`config.mk`:
```
export PLATFORM = sky130hd
export DESIGN_NAME = gb_bank_scheduler
export DESIGN_NICKNAME = d
export VERILOG_FILES = /design/src/rtl/gb_bank_scheduler_pkg.sv /design/src/rtl/gb_bank_ring_ptr.sv /design/src/rtl/gb_bank_scheduler.sv
export SDC_FILE = /design/constraint.sdc
export NUM_CORES = 1
export LEC_CHECK = 0
export ABC_AREA = 1
export BUFFER_PORTS_ARGS = -buffer_cell sky130_fd_sc_hd__buf_4
export CORE_AREA = 3 3 56 58
export DETAILED_ROUTE_END_ITERATION = 7
export DIE_AREA = 0 0 59 61
export PLACE_DENSITY = 0.9
export RECOVER_POWER = 50
export SLEW_MARGIN = 20
export SYNTH_ARGS = -nofsm -noshare
export SYNTH_HDL_FRONTEND = slang
export SYNTH_SLANG_ARGS = --single-unit
```
`constraint.sdc`:
```
create_clock -name clk -period 3.4 [get_ports clk]
set_input_delay 0.17 -clock clk [delete_from_list [all_inputs] [get_ports clk]]
set_output_delay 0.17 -clock clk [all_outputs]
set_load 0.005 [all_outputs]
```
`src/rtl/gb_bank_scheduler_pkg.sv`:
```
// Shared definitions for the global-buffer bank scheduler: FSM encodings
// and the bank-ID width rule.
package gb_bank_scheduler_pkg;

  typedef enum logic {
    W_IDLE = 1'b0,
    W_FILL = 1'b1
  } wr_state_e;

  typedef enum logic [1:0] {
    R_IDLE = 2'd0,
    R_PREP = 2'd1,
    R_GAP  = 2'd2
  } rd_state_e;

  localparam int GB_NUM_BANK_DEF = 4;

  // A ring of two banks still needs one ID bit.
  function automatic int bank_id_w(input int num_bank);
    return (num_bank <= 2) ? 1 : $clog2(num_bank);
  endfunction

endpackage

```
`src/rtl/gb_bank_ring_ptr.sv`:
```
// Write/read pointers and occupancy count for the bank ring; clr wipes the
// ring and dominates any push or pop in the same cycle.
module gb_bank_ring_ptr
  import gb_bank_scheduler_pkg::*;
#(
  parameter int NUM_BANK = GB_NUM_BANK_DEF,
  parameter int ID_W     = bank_id_w(NUM_BANK)
) (
  input  logic            clk,
  input  logic            rst,
  input  logic            clr,
  input  logic            push,
  input  logic            pop,
  output logic [ID_W-1:0] wp,
  output logic [ID_W-1:0] rp,
  output logic [ID_W:0]   full_cnt,
  output logic            full,
  output logic            empty
);

  logic [ID_W-1:0] wp_q, wp_d;
  logic [ID_W-1:0] rp_q, rp_d;
  logic [ID_W:0]   cnt_q, cnt_d;

  always_comb begin
    wp_d  = wp_q;
    rp_d  = rp_q;
    cnt_d = cnt_q;
    if (clr) begin
      wp_d  = '0;
      rp_d  = '0;
      cnt_d = '0;
    end else begin
      if (push) wp_d = wp_q + ID_W'(1);
      if (pop)  rp_d = rp_q + ID_W'(1);
      if (push && !pop)      cnt_d = cnt_q + (ID_W+1)'(1);
      else if (pop && !push) cnt_d = cnt_q - (ID_W+1)'(1);
    end
  end

  always_ff @(posedge clk) begin
    if (rst) begin
      wp_q  <= '0;
      rp_q  <= '0;
      cnt_q <= '0;
    end else begin
      wp_q  <= wp_d;
      rp_q  <= rp_d;
      cnt_q <= cnt_d;
    end
  end

  assign wp       = wp_q;
  assign rp       = rp_q;
  assign full_cnt = cnt_q;
  assign full     = (cnt_q == (ID_W+1)'(NUM_BANK));
  assign empty    = (cnt_q == '0);

endmodule

```
`src/rtl/gb_bank_scheduler.sv`:
```
// Hands free global-buffer banks to the fill side, feeds filled banks to the
// reader in FIFO order, and counts retired bank reads per layer.
module gb_bank_scheduler
  import gb_bank_scheduler_pkg::*;
#(
  parameter int NUM_BANK     = GB_NUM_BANK_DEF,
  parameter int ID_W         = bank_id_w(NUM_BANK),
  parameter int CYC_BITWIDTH = 8
) (
  input  logic                    clk,
  input  logic                    rst,
  input  logic                    start,
  input  logic [CYC_BITWIDTH-1:0] cyc_num,
  input  logic                    wr_req,
  output logic                    wr_grant,
  output logic [ID_W-1:0]         wr_bank_id,
  input  logic                    wr_done,
  output logic                    rd_prepare,
  output logic [ID_W-1:0]         rd_bank_id,
  input  logic                    rd_done,
  input  logic                    pull_back,
  output logic [ID_W:0]           full_cnt,
  output logic [CYC_BITWIDTH-1:0] cyc,
  output logic                    all_done
);

  wr_state_e wr_state_q, wr_state_d;
  rd_state_e rd_state_q, rd_state_d;
  logic                    gap_q, gap_d;
  logic [ID_W-1:0]         rd_bank_id_q, rd_bank_id_d;
  logic                    rd_prepare_q, rd_prepare_d;
  logic [CYC_BITWIDTH-1:0] cyc_q, cyc_d;
  logic                    all_done_q, all_done_d;

  logic                    push, pop;
  logic [ID_W-1:0]         wp, rp;
  logic                    full, empty;
  logic [CYC_BITWIDTH-1:0] last_cyc;
  logic                    last_read;

  gb_bank_ring_ptr #(
    .NUM_BANK (NUM_BANK),
    .ID_W     (ID_W)
  ) u_ring (
    .clk      (clk),
    .rst      (rst),
    .clr      (start),
    .push     (push),
    .pop      (pop),
    .wp       (wp),
    .rp       (rp),
    .full_cnt (full_cnt),
    .full     (full),
    .empty    (empty)
  );

  // Write side: grant is combinational so the writer sees it in the request cycle.
  always_comb begin
    wr_state_d = wr_state_q;
    wr_grant   = 1'b0;
    push       = 1'b0;
    if (rst || start) begin
      wr_state_d = W_IDLE;
    end else begin
      case (wr_state_q)
        W_IDLE: if (wr_req && !full) begin
          wr_grant   = 1'b1;
          wr_state_d = W_FILL;
        end
        W_FILL: if (wr_done) begin
          push       = 1'b1;
          wr_state_d = W_IDLE;
        end
        default: wr_state_d = W_IDLE;
      endcase
    end
  end

  // Read side: a bank under read stays counted until a non-aborted rd_done.
  always_comb begin
    rd_state_d   = rd_state_q;
    gap_d        = gap_q;
    rd_bank_id_d = rd_bank_id_q;
    pop          = 1'b0;
    if (start) begin
      rd_state_d   = R_IDLE;
      gap_d        = 1'b0;
      rd_bank_id_d = '0;
    end else begin
      case (rd_state_q)
        R_IDLE: if (!empty) begin
          rd_state_d   = R_PREP;
          rd_bank_id_d = rp;
        end
        R_PREP: if (rd_done) begin
          rd_state_d = R_GAP;
          gap_d      = 1'b0;
          pop        = !pull_back;
        end
        R_GAP: begin
          if (gap_q) rd_state_d = R_IDLE;
          gap_d = 1'b1;
        end
        default: rd_state_d = R_IDLE;
      endcase
    end
    rd_prepare_d = (rd_state_d == R_PREP);
  end

  // A zero cyc_num is treated as one read per layer.
  assign last_cyc  = (cyc_num == '0) ? '0 : cyc_num - CYC_BITWIDTH'(1);
  assign last_read = (cyc_q == last_cyc);

  always_comb begin
    cyc_d      = cyc_q;
    all_done_d = 1'b0;
    if (start) begin
      cyc_d = '0;
    end else if (pop) begin
      all_done_d = last_read;
      cyc_d      = last_read ? '0 : cyc_q + CYC_BITWIDTH'(1);
    end
  end

  always_ff @(posedge clk) begin
    if (rst) begin
      wr_state_q   <= W_IDLE;
      rd_state_q   <= R_IDLE;
      gap_q        <= 1'b0;
      rd_bank_id_q <= '0;
      rd_prepare_q <= 1'b0;
      cyc_q        <= '0;
      all_done_q   <= 1'b0;
    end else begin
      wr_state_q   <= wr_state_d;
      rd_state_q   <= rd_state_d;
      gap_q        <= gap_d;
      rd_bank_id_q <= rd_bank_id_d;
      rd_prepare_q <= rd_prepare_d;
      cyc_q        <= cyc_d;
      all_done_q   <= all_done_d;
    end
  end

  assign wr_bank_id = wp;
  assign rd_prepare = rd_prepare_q;
  assign rd_bank_id = rd_bank_id_q;
  assign cyc        = cyc_q;
  assign all_done   = all_done_q;

endmodule

```
# ---- After elaboration in Yosys (flattened, before gate mapping)
# Cells that the tools add are included.
dict set report word_totals {
  reg_bits 23
  latchBits 0
  memories 0
  inputBits 15
  mem_bits_rw 0
  out_inout_bits 18
  word_cells 65
  romBits 0
}
dict set report classes {
  shift 0
  bitwise_logic 3
  mux 22
  multipliers 0
  n_lt_le_gt_ge 0
  n_reduce_logical 18
  add_sub_neg 6
  n_eq_ne 6
  div 0
}
# cell count
set op_table {}
lappend op_table {{$mux W8} 2}
lappend op_table {{$mux W1} 11}
lappend op_table {{$add A8 B1 Y8 const B} 1}
lappend op_table {{$eq A8 B8 Y1} 1}
lappend op_table {{$logic_not A8 Y1} 1}
lappend op_table {{$mux W2} 4}
lappend op_table {{$sub A8 B1 Y8 const B} 1}
lappend op_table {{$mux W3} 2}
lappend op_table {{$pmux W2 S3} 1}
lappend op_table {{$add A2 B1 Y2 const B} 2}
lappend op_table {{$eq A2 B1 Y1 const B} 2}
lappend op_table {{$logic_not A1 Y1} 4}
lappend op_table {{$pmux W1 S2} 2}
lappend op_table {{$reduce_and A2 Y1} 2}
lappend op_table {{$reduce_bool A2 Y1} 2}
lappend op_table {{$reduce_or A2 Y1} 2}
lappend op_table {{$add A3 B1 Y3 const B} 1}
lappend op_table {{$eq A3 B3 Y1 const B} 1}
lappend op_table {{$logic_and A1 B1 Y1} 3}
lappend op_table {{$logic_not A3 Y1} 1}
lappend op_table {{$not A1 Y1} 3}
lappend op_table {{$reduce_or A3 Y1} 1}
lappend op_table {{$sub A3 B1 Y3 const B} 1}
lappend op_table {{$eq A2 B2 Y1 const B} 1}
lappend op_table {{other kinds (3)} 3}

# ---- Logic depth before layout (Yosys ltp)
# Gate-level depths: netlist of the first run.
dict set report depth {
  word_depth 7
  ltp_mapped 14
  ltp_nobuf 14
}

# ---- By module
# A second synthesis of the first run with hierarchy kept.
dict set report hier_totals {
  cells_unflattened 210
  hier_area_um2 1373.8
}
# module cells_per_inst area_per_inst_um2 instances seq_area_each_um2
set by_module_without_submodules {}
lappend by_module_without_submodules {gb_bank_scheduler 167 1043.5 1 320.3}
lappend by_module_without_submodules {gb_bank_ring_ptr 43 330.3 1 140.1}

# ---- Worst setup path before layout of the first run
# No wires, ideal clock.
dict set report synth_timing {
  path_type {in2reg}
  startpoint {input start}
  endpoint {register u_ring.cnt_q[2] (netlist: u_ring.full_cnt[2])}
  setup_time_ps 122
  n_path_buf 1
  t_required_ps 3278
  path_slack_ps 1383
  arrival_time_ps 1895
  cell_stages 11
  path_cell_list {nor2_1 -> inv_1 -> clkbuf_1 -> nor2_1 -> ha_1 -> inv_1 -> fa_1 -> a21oi_1 -> o21ai_0 -> o21ai_0 -> a21oi_1}
}
dict set report synth_via {
  elab_chain_cells 5
  elab_cells_between_ends 10
  cone_classes {mux: 3; reduce/logical: 7}
}
# element line
set synth_lines {}
lappend synth_lines {{from (decl)} gb_bank_scheduler.sv:12} ;# input logic start,
lappend synth_lines {{$logic_or A1 B1 Y1 (*)} gb_bank_scheduler.sv:62} ;# if (rst || start) begin
lappend synth_lines {{$mux W1 (*)} gb_bank_scheduler.sv:62}
lappend synth_lines {{named net push} gb_bank_scheduler.sv:35} ;# logic push, pop;
lappend synth_lines {{$logic_not A1 Y1} gb_bank_ring_ptr.sv:37} ;# else if (pop && !push) cnt_d = cnt_q - (ID_W+1)'(1);
lappend synth_lines {{$logic_and A1 B1 Y1} gb_bank_ring_ptr.sv:37}
lappend synth_lines {{$reduce_bool A2 Y1 (no source line)} --}
lappend synth_lines {{to (signal assigned)} gb_bank_ring_ptr.sv:49} ;# cnt_q <= cnt_d;
lappend synth_lines {{to (decl)} gb_bank_ring_ptr.sv:23} ;# logic [ID_W:0] cnt_q, cnt_d;
# The timed path passes the listed nets; every way through them passes the cells marked *.
# A chain may end at the register's enable or synchronous reset.

# ---- Worst setup path after layout of the first run
dict set report layout_timing {
  startpoint {input rst}
  endpoint {register u_ring.cnt_q[2] (netlist: u_ring.full_cnt[2])}
}
dict set report layout_via {
  elab_chain_cells 5
  elab_cells_between_ends 8
  cone_classes {mux: 2; reduce/logical: 6}
}
# element line
set layout_lines {}
lappend layout_lines {{from (decl)} gb_bank_scheduler.sv:11} ;# input logic rst,
lappend layout_lines {{$logic_or A1 B1 Y1 (*)} gb_bank_scheduler.sv:62}
lappend layout_lines {{$mux W1 (*)} gb_bank_scheduler.sv:62}
lappend layout_lines {{named net push} gb_bank_scheduler.sv:35}
lappend layout_lines {{$logic_not A1 Y1} gb_bank_ring_ptr.sv:37}
lappend layout_lines {{$logic_and A1 B1 Y1} gb_bank_ring_ptr.sv:37}
lappend layout_lines {{$reduce_bool A2 Y1 (no source line)} --}
# Marks and branches as above.

==> report_table.html, run 1 <==
<table>
<tr><th>Metric</th><th>Value</th></tr>
<tr><th colspan="2">Global routing</th></tr>
<tr><td>Pin count of the biggest net entering global routing</td><td>15</td></tr>
<tr><td>GRT Residual Overflow</td><td>0</td></tr>
<tr><td>Vias in the first global route</td><td>1,321</td></tr>
<tr><td>First-pass GRT wire length</td><td>5460 um</td></tr>
<tr><td>Number of antenna violations at the first check in global routing</td><td>0</td></tr>
<tr><td>Total global-route track usage</td><td>19.4%</td></tr>
<tr><th colspan="2">Floorplan</th></tr>
<tr><td>IO Count</td><td>33</td></tr>
<tr><td>Width of the die</td><td>59 um</td></tr>
<tr><td>Floorplan die area</td><td>3600 sq um</td></tr>
<tr><td>Number of core rows</td><td>19</td></tr>
<tr><td>Die height</td><td>61 um</td></tr>
<tr><td>Starting density of the core</td><td>54.6%</td></tr>
<tr><td>Core ar.</td><td>2710 sq um</td></tr>
<tr><th colspan="2">Power</th></tr>
<tr><td>Maximum vdd ir drop</td><td>0.295 mV</td></tr>
<tr><td>Total power</td><td>0.462 mW</td></tr>
<tr><td>Leakage power of the design</td><td>0.924 nW</td></tr>
<tr><td>Power per standard cell area</td><td>258 nW/um^2</td></tr>
<tr><th colspan="2">Final layout</th></tr>
<tr><td>Top library cells by usage in the layout, fill and taps aside</td><td>sky130_fd_sc_hd__nand2_1 (60), sky130_fd_sc_hd__inv_1 (34), sky130_fd_sc_hd__nor2_1 (26)</td></tr>
<tr><td>Commonest non-fill, non-tap cell in the layout</td><td>sky130_fd_sc_hd__nand2_1</td></tr>
<tr><td>Final Net Count</td><td>280</td></tr>
<tr><td>Layout cell share with drive strength beyond 1</td><td>21.2%</td></tr>
<tr><td>Synth-to-Final Area Change</td><td>21.2%</td></tr>
<tr><td>Antenna Diode Count</td><td>0</td></tr>
<tr><th colspan="2">Clocking</th></tr>
<tr><td>Sink Count</td><td>23</td></tr>
<tr><td>H-tree level count</td><td>1</td></tr>
<tr><td>Clock edge transition at the registers on the reported setup and hold paths</td><td>0.12 ns</td></tr>
<tr><td>CTS tree</td><td>built</td></tr>
<tr><td>Clock latency on the worst-skew pair</td><td>0.31 ns</td></tr>
<tr><td>Maximum clock path buffer count</td><td>2</td></tr>
<tr><td>Master cell of the clock root buffer</td><td>sky130_fd_sc_hd__clkbuf_4</td></tr>
<tr><td>Number of buffers created by CTS</td><td>3</td></tr>
<tr><td># resized after CTS</td><td>0</td></tr>
<tr><th colspan="2">Setup path</th></tr>
<tr><td>Worst Setup End Kind</td><td>register</td></tr>
<tr><td>Nature of the critical path startpoint</td><td>input pin</td></tr>
<tr><td>R2R Setup Slk</td><td>1.43 ns</td></tr>
<tr><td>Crit path max fanout</td><td>14</td></tr>
<tr><td>Count of cells along the worst register-to-register path</td><td>11</td></tr>
<tr><td>Required arrival time at the worst endpoint</td><td>3.61 ns</td></tr>
<tr><td>Terminus of the critical flop-to-flop path</td><td>u_ring.full_cnt[2]</td></tr>
<tr><td>Crit Path Category</td><td>in -&gt; reg</td></tr>
<tr><td>Worst reg2reg path startpoint</td><td>rd_state_q[1]</td></tr>
<tr><td>Data arrival at the endpoint of the critical path</td><td>2.89 ns</td></tr>
<tr><th colspan="2">Routing</th></tr>
<tr><td>Antenna-violating nets left</td><td>0</td></tr>
<tr><td>Mean number of vias per cell</td><td>4.98</td></tr>
<tr><td>Number of remaining DRC errors</td><td>0</td></tr>
<tr><td>Detailed-route wire length per cell</td><td>10.6 um</td></tr>
<tr><td>Vias after detailed routing</td><td>1,448</td></tr>
<tr><td>Pre-antenna DRT Iters</td><td>6</td></tr>
<tr><td>Count of routing violations after the opening detailed-route iteration</td><td>82</td></tr>
<tr><td>Sum of routed wire length over all layers</td><td>3090 um</td></tr>
<tr><th colspan="2">Timing</th></tr>
<tr><td>Timing-limited maximum frequency</td><td>374 MHz</td></tr>
<tr><td>Crit share post-route</td><td>78.7%</td></tr>
<tr><td>Unrepaired setup endpoints after global routing</td><td>false</td></tr>
<tr><td>Final worst path period need</td><td>2.68 ns</td></tr>
<tr><td>Worst relative slew slack</td><td>62.2%</td></tr>
<tr><td>Count of final hold-check violations</td><td>0</td></tr>
<tr><td>Setup Total Neg Slack</td><td>0 ns</td></tr>
<tr><td>Worst slew pin tran</td><td>0.565 ns</td></tr>
<tr><td>Max-slew violation total from the final report</td><td>0</td></tr>
<tr><td>Slack of the critical path</td><td>0.723 ns</td></tr>
<tr><td>Clock Skews</td><td>0.00432 ns</td></tr>
<tr><td>Endpoints failing setup</td><td>0</td></tr>
<tr><th colspan="2">Worst hold path</th></tr>
<tr><td>Path type of the worst min-delay path</td><td>in -&gt; reg</td></tr>
<tr><td>Hold Path Cell Cnt</td><td>3</td></tr>
<tr><td>Launch instance of the worst min-delay path</td><td>wr_req</td></tr>
<tr><td>Worst hold path endpoint</td><td>wr_state_q</td></tr>
<tr><th colspan="2">Synthesis</th></tr>
<tr><td>Count of unique library cells instantiated by Yosys</td><td>31</td></tr>
<tr><td>Netlist area before placement</td><td>1480 sq um</td></tr>
<tr><td>Post-synthesis cell count</td><td>224</td></tr>
<tr><td>Part of the Yosys area used for sequential elements</td><td>31.1%</td></tr>
<tr><td>Mean area per synthesized cell</td><td>6.60 sq um</td></tr>
<tr><td>Register bit total from synthesis</td><td>23</td></tr>
<tr><td>Post-Synthesis Net Count</td><td>243</td></tr>
<tr><td>Number of warning messages in the yosys log</td><td>0</td></tr>
<tr><th colspan="2">Place</th></tr>
<tr><td>IO Port Bufs</td><td>32</td></tr>
<tr><td>Placement Setup Slack</td><td>0.945 ns</td></tr>
<tr><td>DPL Wire Length</td><td>2560 um</td></tr>
<tr><td>Placer Congestion</td><td>0.891</td></tr>
<tr><th colspan="2">Run status</th></tr>
<tr><td>Outcome</td><td>completed</td></tr>
<tr><th colspan="2">Flow run</th></tr>
<tr><td>Number of maximum-capacitance violations</td><td>0</td></tr>
</table>
## critical path, cell delays in order
cell and delay [ns]:
sky130_fd_sc_hd__dlygate4sd3_1 0.54, sky130_fd_sc_hd__clkbuf_4 0.14, sky130_fd_sc_hd__nor2_1 0.43, sky130_fd_sc_hd__inv_1 0.36, sky130_fd_sc_hd__nor2_1 0.18, sky130_fd_sc_hd__ha_1 0.16
sky130_fd_sc_hd__inv_1 0.06, sky130_fd_sc_hd__fa_1 0.38, sky130_fd_sc_hd__a21oi_1 0.14, sky130_fd_sc_hd__o21ai_0 0.11, sky130_fd_sc_hd__o21ai_0 0.17, sky130_fd_sc_hd__a21oi_1 0.05
## layer usage
metal	share of wire (%)	global-route usage (%)	wire length (um)
met5	0	0	0
met4	1.2	6.80	36
met3	5.5	4.26	170
met2	49	33.0	1500
met1	45	24.4	1380
## cell type report
| class | instances | area, sq um |
|---|---|---|
| clock inverter | 1 | 5.00 |
| timing repair buffer | 33 | 250 |
| inverter | 35 | 131 |
| clock buffer | 3 | 22.5 |
| sequential | 23 | 460 |
| multi-input combinational | 165 | 883 |
| fill | 245 | 918 |
| tap | 31 | 38.8 |
## metrics by stage
| stage | std cells | util [%] | hold WS [ns] | cell area [sq um] |
|---|---|---|---|---|
| 3_3_place_gp | 286 | 64.7 | 0.338 | 1750 |
| 2_1_floorplan | 224 | - | 0.242 | 1480 |
| 6_report | 291 | 66.1 | 0.149 | 1790 |
| 4_1_cts | 291 | 66.1 | 0.151 | 1790 |
| 5_1_grt | 291 | 66.1 | 0.175 | 1790 |
| 3_5_place_dp | 286 | 64.7 | 0.339 | 1750 |
## worst max path at each step
| stage | from | end | slack [ns] | depth (start not counted) |
|---|---|---|---|---|
| 6_report | rst | u_ring.full_cnt[2] | 0.72 | 12 |
| 5_1_grt | rst | u_ring.full_cnt[2] | 0.49 | 12 |
| 4_1_cts | rst | u_ring.full_cnt[2] | 0.76 | 12 |
| 3_5_place_dp | start | u_ring.full_cnt[2] | 0.94 | 11 |
| 3_3_place_gp | start | u_ring.full_cnt[2] | 1.05 | 11 |
| 2_1_floorplan | start | u_ring.full_cnt[2] | 1.38 | 11 |
## sequential cells by signal, summed over array words and instances, names as in the netlist
| signal | cells |
|---|---|
| cyc | 8 |
| u_ring.rp | 2 |
| rd_bank_id | 2 |
| all_done | 1 |
| u_ring.wp | 2 |
| wr_state_q | 1 |
| rd_state_q | 2 |
| u_ring.full_cnt | 3 |
| gap_q | 1 |
| rd_prepare | 1 |
## cell families (layout without fill, tap and decap cells)
family                     after synthesis  after routing  share of synthesized area, %
and+or+nand+nor                        133            133                          43.6
adders and majority gates                4              4                          3.89
xor gates and xnor gates                 7              7                          4.65
AOI/OAI and AO/OA                       21             21                          7.61
DFF                                     23             23                          31.1
buffers and inverters                   36             72                          9.14
## synth_stat cells, drive strengths merged
master	n	share of area, %
a21oi	9	3.0
nor2	33	11
fa	1	1.4
and2	1	0.42
o31ai	1	0.51
nand2	65	18
o21ai	9	3.0
nor3b	2	1.0
o21bai	1	0.51
nand3b	1	0.51
clkbuf	1	0.25
and3	1	0.42
or2	1	0.59
xor2	7	4.7
nor3	5	2.0
dfxtp	23	31
inv	35	8.9
nand4	5	3.0
nand3	19	6.8
a211oi	1	0.51
ha	3	2.5
## power by group
group / switching [mW] / internal [mW] / total, mW
Combinational: 0.0379 / 0.0289 / 0.0668
Clock: 0.0798 / 0.0440 / 0.124
Sequential: 0.00103 / 0.271 / 0.272
Total: 0.119 / 0.344 / 0.462
## what timing repair did
action	in CTS	in global routing
hold buffers	1	0
endpoints found under the hold margin	1	0
buffers inserted	0	0
Power figures use the tool's default switching activity.
==> inputs of run 2 (changes only) <==
CORE_AREA = 3 3 57 59   (was 3 3 56 58)
DIE_AREA = 0 0 60 62   (was 0 0 59 61)
PLACE_DENSITY = 0.88   (was 0.9)
clock period = 2.8 ns   (was 3.4 ns; I/O delays follow)
==> run 2 against run 1 <==
Compared with the run above: sequential power rose by 21%; clock skew rose by 0.0033 ns; sequential share of layout area fell by 0.072 points; combinational power rose by 23%; routed wire length fell by 2.6%; power rose by 22%; non-clock buffer count rose by 1; utilization fell by 0.96 points; critical endpoint unchanged.
==> report_table.html, run 2 (synthesis gave the netlist of run 1 again) <==
<table>
<tr><th>Metric</th><th>Value</th></tr>
<tr><th colspan="2">Setup path</th></tr>
<tr><td>Maximum single-stage delay on the critical path</td><td>0.53 ns (about the same)</td></tr>
<tr><td>Crit Path Category</td><td>in -&gt; reg</td></tr>
<tr><td>Crit path max fanout</td><td>14 (unchanged)</td></tr>
<tr><td>Worst reg2reg path startpoint</td><td>rd_state_q[0]</td></tr>
<tr><td>Sequence of cells on the critical path</td><td>dlygate4sd3_1 -&gt; clkbuf_4 -&gt; nor2_1 -&gt; buf_4 -&gt; inv_1 -&gt; nor2_1 -&gt; ha_1 -&gt; inv_1 -&gt; fa_1 -&gt; a21oi_1 -&gt; o21ai_0 -&gt; o21ai_0 -&gt; a21oi_1</td></tr>
<tr><td>Terminus of the critical flop-to-flop path</td><td>u_ring.full_cnt[2]</td></tr>
<tr><td>Data arrival at the endpoint of the critical path</td><td>2.43 ns (-0.46 ns)</td></tr>
<tr><td>Worst Setup End Kind</td><td>register</td></tr>
<tr><td>Count of cells along the worst register-to-register path</td><td>12 (+1)</td></tr>
<tr><td>Nature of the critical path startpoint</td><td>input pin</td></tr>
<tr><td>R2R Setup Slk</td><td>0.78 ns (-0.65 ns)</td></tr>
<tr><td>Master of the slowest instance on the critical path</td><td>sky130_fd_sc_hd__dlygate4sd3_1</td></tr>
<tr><td>Required arrival time at the worst endpoint</td><td>3.02 ns (-0.59 ns)</td></tr>
<tr><th colspan="2">Place</th></tr>
<tr><td>DPL Wire Length</td><td>2430 um (-5.2%)</td></tr>
<tr><td>Placement Setup Slack</td><td>0.767 ns (-0.178 ns)</td></tr>
<tr><td>Placer Congestion</td><td>0.894 (+0.37%)</td></tr>
<tr><td>IO Port Bufs</td><td>32 (unchanged)</td></tr>
<tr><th colspan="2">Clocking</th></tr>
<tr><td>Post CTS Setup Buffer Count</td><td>0 (unchanged)</td></tr>
<tr><td>Master cell of the clock root buffer</td><td>sky130_fd_sc_hd__clkbuf_4</td></tr>
<tr><td>H-tree level count</td><td>1 (unchanged)</td></tr>
<tr><td>Sink Count</td><td>23 (unchanged)</td></tr>
<tr><td># resized after CTS</td><td>0 (unchanged)</td></tr>
<tr><td>Cts hold-fix bufs</td><td>1 (unchanged)</td></tr>
<tr><td>Maximum clock path buffer count</td><td>2 (unchanged)</td></tr>
<tr><td>Clock edge transition at the registers on the reported setup and hold paths</td><td>0.12 ns (about the same)</td></tr>
<tr><td>Clock latency on the worst-skew pair</td><td>0.31 ns (about the same)</td></tr>
<tr><td>CTS tree</td><td>built</td></tr>
<tr><td>Number of buffers created by CTS</td><td>3 (unchanged)</td></tr>
<tr><th colspan="2">Timing</th></tr>
<tr><td>Unrepaired setup endpoints after global routing</td><td>false</td></tr>
<tr><td>Crit share post-route</td><td>79.2%</td></tr>
<tr><td>Clock Skews</td><td>0.00764 ns (+0.00331 ns)</td></tr>
<tr><td>Worst relative slew slack</td><td>71.0% (+8.8 points)</td></tr>
<tr><td>Count of final hold-check violations</td><td>0 (unchanged)</td></tr>
<tr><td>Final worst path period need</td><td>2.22 ns</td></tr>
<tr><td>Slack of the critical path</td><td>0.581 ns (-0.142 ns)</td></tr>
<tr><td>Endpoints failing setup</td><td>0 (unchanged)</td></tr>
<tr><td>Timing-limited maximum frequency</td><td>451 MHz</td></tr>
<tr><td>Setup Total Neg Slack</td><td>0 ns (unchanged)</td></tr>
<tr><td>Max-slew violation total from the final report</td><td>0 (unchanged)</td></tr>
<tr><td>Worst slew pin tran</td><td>0.432 ns (-0.133 ns)</td></tr>
<tr><th colspan="2">Worst hold path</th></tr>
<tr><td>Launch instance of the worst min-delay path</td><td>wr_req</td></tr>
<tr><td>Path type of the worst min-delay path</td><td>in -&gt; reg</td></tr>
<tr><td>Hold Path Cell Cnt</td><td>3 (unchanged)</td></tr>
<tr><td>Worst hold path endpoint</td><td>wr_state_q</td></tr>
<tr><th colspan="2">Final layout</th></tr>
<tr><td>Synth-to-Final Area Change</td><td>21.5%</td></tr>
<tr><td>Layout cell share with drive strength beyond 1</td><td>21.1% (-0.081 points)</td></tr>
<tr><td>Commonest non-fill, non-tap cell in the layout</td><td>sky130_fd_sc_hd__nand2_1</td></tr>
<tr><td>Fillcell total</td><td>254 (+3.7%)</td></tr>
<tr><td>Final Net Count</td><td>281 (+0.36%)</td></tr>
<tr><td>Flip-flop count of the largest register, all copies and words added</td><td>8 (unchanged)</td></tr>
<tr><td>Antenna Diode Count</td><td>0 (unchanged)</td></tr>
<tr><td>Top library cells by usage in the layout, fill and taps aside</td><td>sky130_fd_sc_hd__nand2_1 (61), sky130_fd_sc_hd__inv_1 (34), sky130_fd_sc_hd__nor2_1 (26)</td></tr>
<tr><th colspan="2">Power</th></tr>
<tr><td>Clock share of power</td><td>26.8% (about the same)</td></tr>
<tr><td>Reg power frac</td><td>58.7% (about the same)</td></tr>
<tr><td>Gate power share</td><td>14.6% (about the same)</td></tr>
<tr><td>Power per standard cell area</td><td>313 nW/um^2 (+21%)</td></tr>
<tr><td>Net Sw Frac</td><td>25.6% (-0.049 points)</td></tr>
<tr><td>Maximum vdd ir drop</td><td>0.396 mV (+34%)</td></tr>
<tr><td>Cell internal power dissipation</td><td>0.418 mW (+22%)</td></tr>
<tr><td>Total power</td><td>0.562 mW (+22%)</td></tr>
<tr><td>Leakage power of the design</td><td>0.928 nW (+0.47%)</td></tr>
<tr><td>Power spent charging and discharging nets</td><td>0.144 mW (+21%)</td></tr>
<tr><th colspan="2">Global routing</th></tr>
<tr><td>Total global-route track usage</td><td>18.4% (-1.0 points)</td></tr>
<tr><td>Number of antenna violations at the first check in global routing</td><td>0 (unchanged)</td></tr>
<tr><td>Vias in the first global route</td><td>1,301 (-1.5%)</td></tr>
<tr><td>GRT Residual Overflow</td><td>0 (unchanged)</td></tr>
<tr><td>Pin count of the biggest net entering global routing</td><td>15 (unchanged)</td></tr>
<tr><td>First-pass GRT wire length</td><td>5240 um (-4.0%)</td></tr>
<tr><th colspan="2">Routing</th></tr>
<tr><td>Detailed-route wire length per cell</td><td>10.3 um (-2.9%)</td></tr>
<tr><td>Count of routing violations after the opening detailed-route iteration</td><td>47 (-43%)</td></tr>
<tr><td>Pre-antenna DRT Iters</td><td>4 (-2)</td></tr>
<tr><td>Antenna-violating nets left</td><td>0 (unchanged)</td></tr>
<tr><td>Sum of routed wire length over all layers</td><td>3010 um (-2.6%)</td></tr>
<tr><td>Vias after detailed routing</td><td>1,419 (-2.0%)</td></tr>
<tr><td>Mean number of vias per cell</td><td>4.86 (-2.3%)</td></tr>
<tr><td>Number of remaining DRC errors</td><td>0 (unchanged)</td></tr>
<tr><th colspan="2">Floorplan</th></tr>
<tr><td>Floorplan die area</td><td>3720 sq um (+3.4%)</td></tr>
<tr><td>Width of the die</td><td>60 um (+1.7%)</td></tr>
<tr><td>Starting density of the core</td><td>53.6% (-0.94 points)</td></tr>
<tr><td>Die height</td><td>62 um (+1.6%)</td></tr>
<tr><td>Core ar.</td><td>2760 sq um (+1.8%)</td></tr>
<tr><td>Number of core rows</td><td>19 (unchanged)</td></tr>
<tr><td>IO Count</td><td>33 (unchanged)</td></tr>
<tr><th colspan="2">Flow run</th></tr>
<tr><td>Number of maximum-capacitance violations</td><td>0 (unchanged)</td></tr>
<tr><th colspan="2">Run status</th></tr>
<tr><td>Outcome</td><td>completed</td></tr>
</table>
-- run 2: cell type report --
| type | instances | area, sq um | area share, % |
|---|---|---|---|
| clock buffer | 3 | 22.5 | 1.25 |
| clock inverter | 1 | 5.00 | 0.279 |
| inverter | 35 | 131 | 7.31 |
| multi-input combinational | 165 | 881 | 49.0 |
| sequential | 23 | 460 | 25.6 |
| tap | 31 | 38.8 | 2.16 |
| timing repair buffer | 34 | 258 | 14.3 |
-- run 2: worst max-delay path: cells and delay by family --
| family | cells | cell delay [ns] |
|---|---|---|
| buffers and inverters | 5 | 1.09 |
| AND/OR/NAND/NOR | 2 | 0.23 |
| AO/OA/AOI/OAI | 4 | 0.45 |
| adder cells (fa/ha/maj) | 2 | 0.53 |
-- run 2: layer usage --
layer | vias up | routed length (um) | GRT usage [%]
met5 | - | 0 | 0
met4 | 0 | 46 | 6.65
met3 | 4 | 144 | 3.72
met2 | 26 | 1390 | 31.2
met1 | 608 | 1440 | 23.2
li1 | 781 | - | -
-- run 2: power by group through the flow --
stage / Clock [mW] / Combinational (mW) / Sequential [mW]
CTS: 0.155 / 0.0819 / 0.330
finish: 0.150 / 0.0820 / 0.330
detailed placement: 0 / 0.0804 / 0.337
global route: 0.169 / 0.0933 / 0.330
floorplan: 0 / 0.0491 / 0.337
global placement: 0 / 0.0791 / 0.337
-- run 2: worst max path at each step --
stage | startpoint | to
2_1_floorplan | start | u_ring.full_cnt[2]
4_1_cts | rst | u_ring.full_cnt[2]
5_1_grt | rst | u_ring.full_cnt[2]
6_report | rst | u_ring.full_cnt[2]
3_3_place_gp | start | u_ring.full_cnt[2]
3_5_place_dp | start | u_ring.full_cnt[2]
-- run 2: metrics by stage --
step,std cells,hold WS (ns),util [%],area (sq um)
after floorplan,224,0.212,-,1480
after global placement,287,0.310,63.9,1760
after detailed placement,287,0.311,63.9,1760
after CTS,292,0.120,65.2,1800
after global routing,292,0.139,65.2,1800
final,292,0.123,65.2,1800
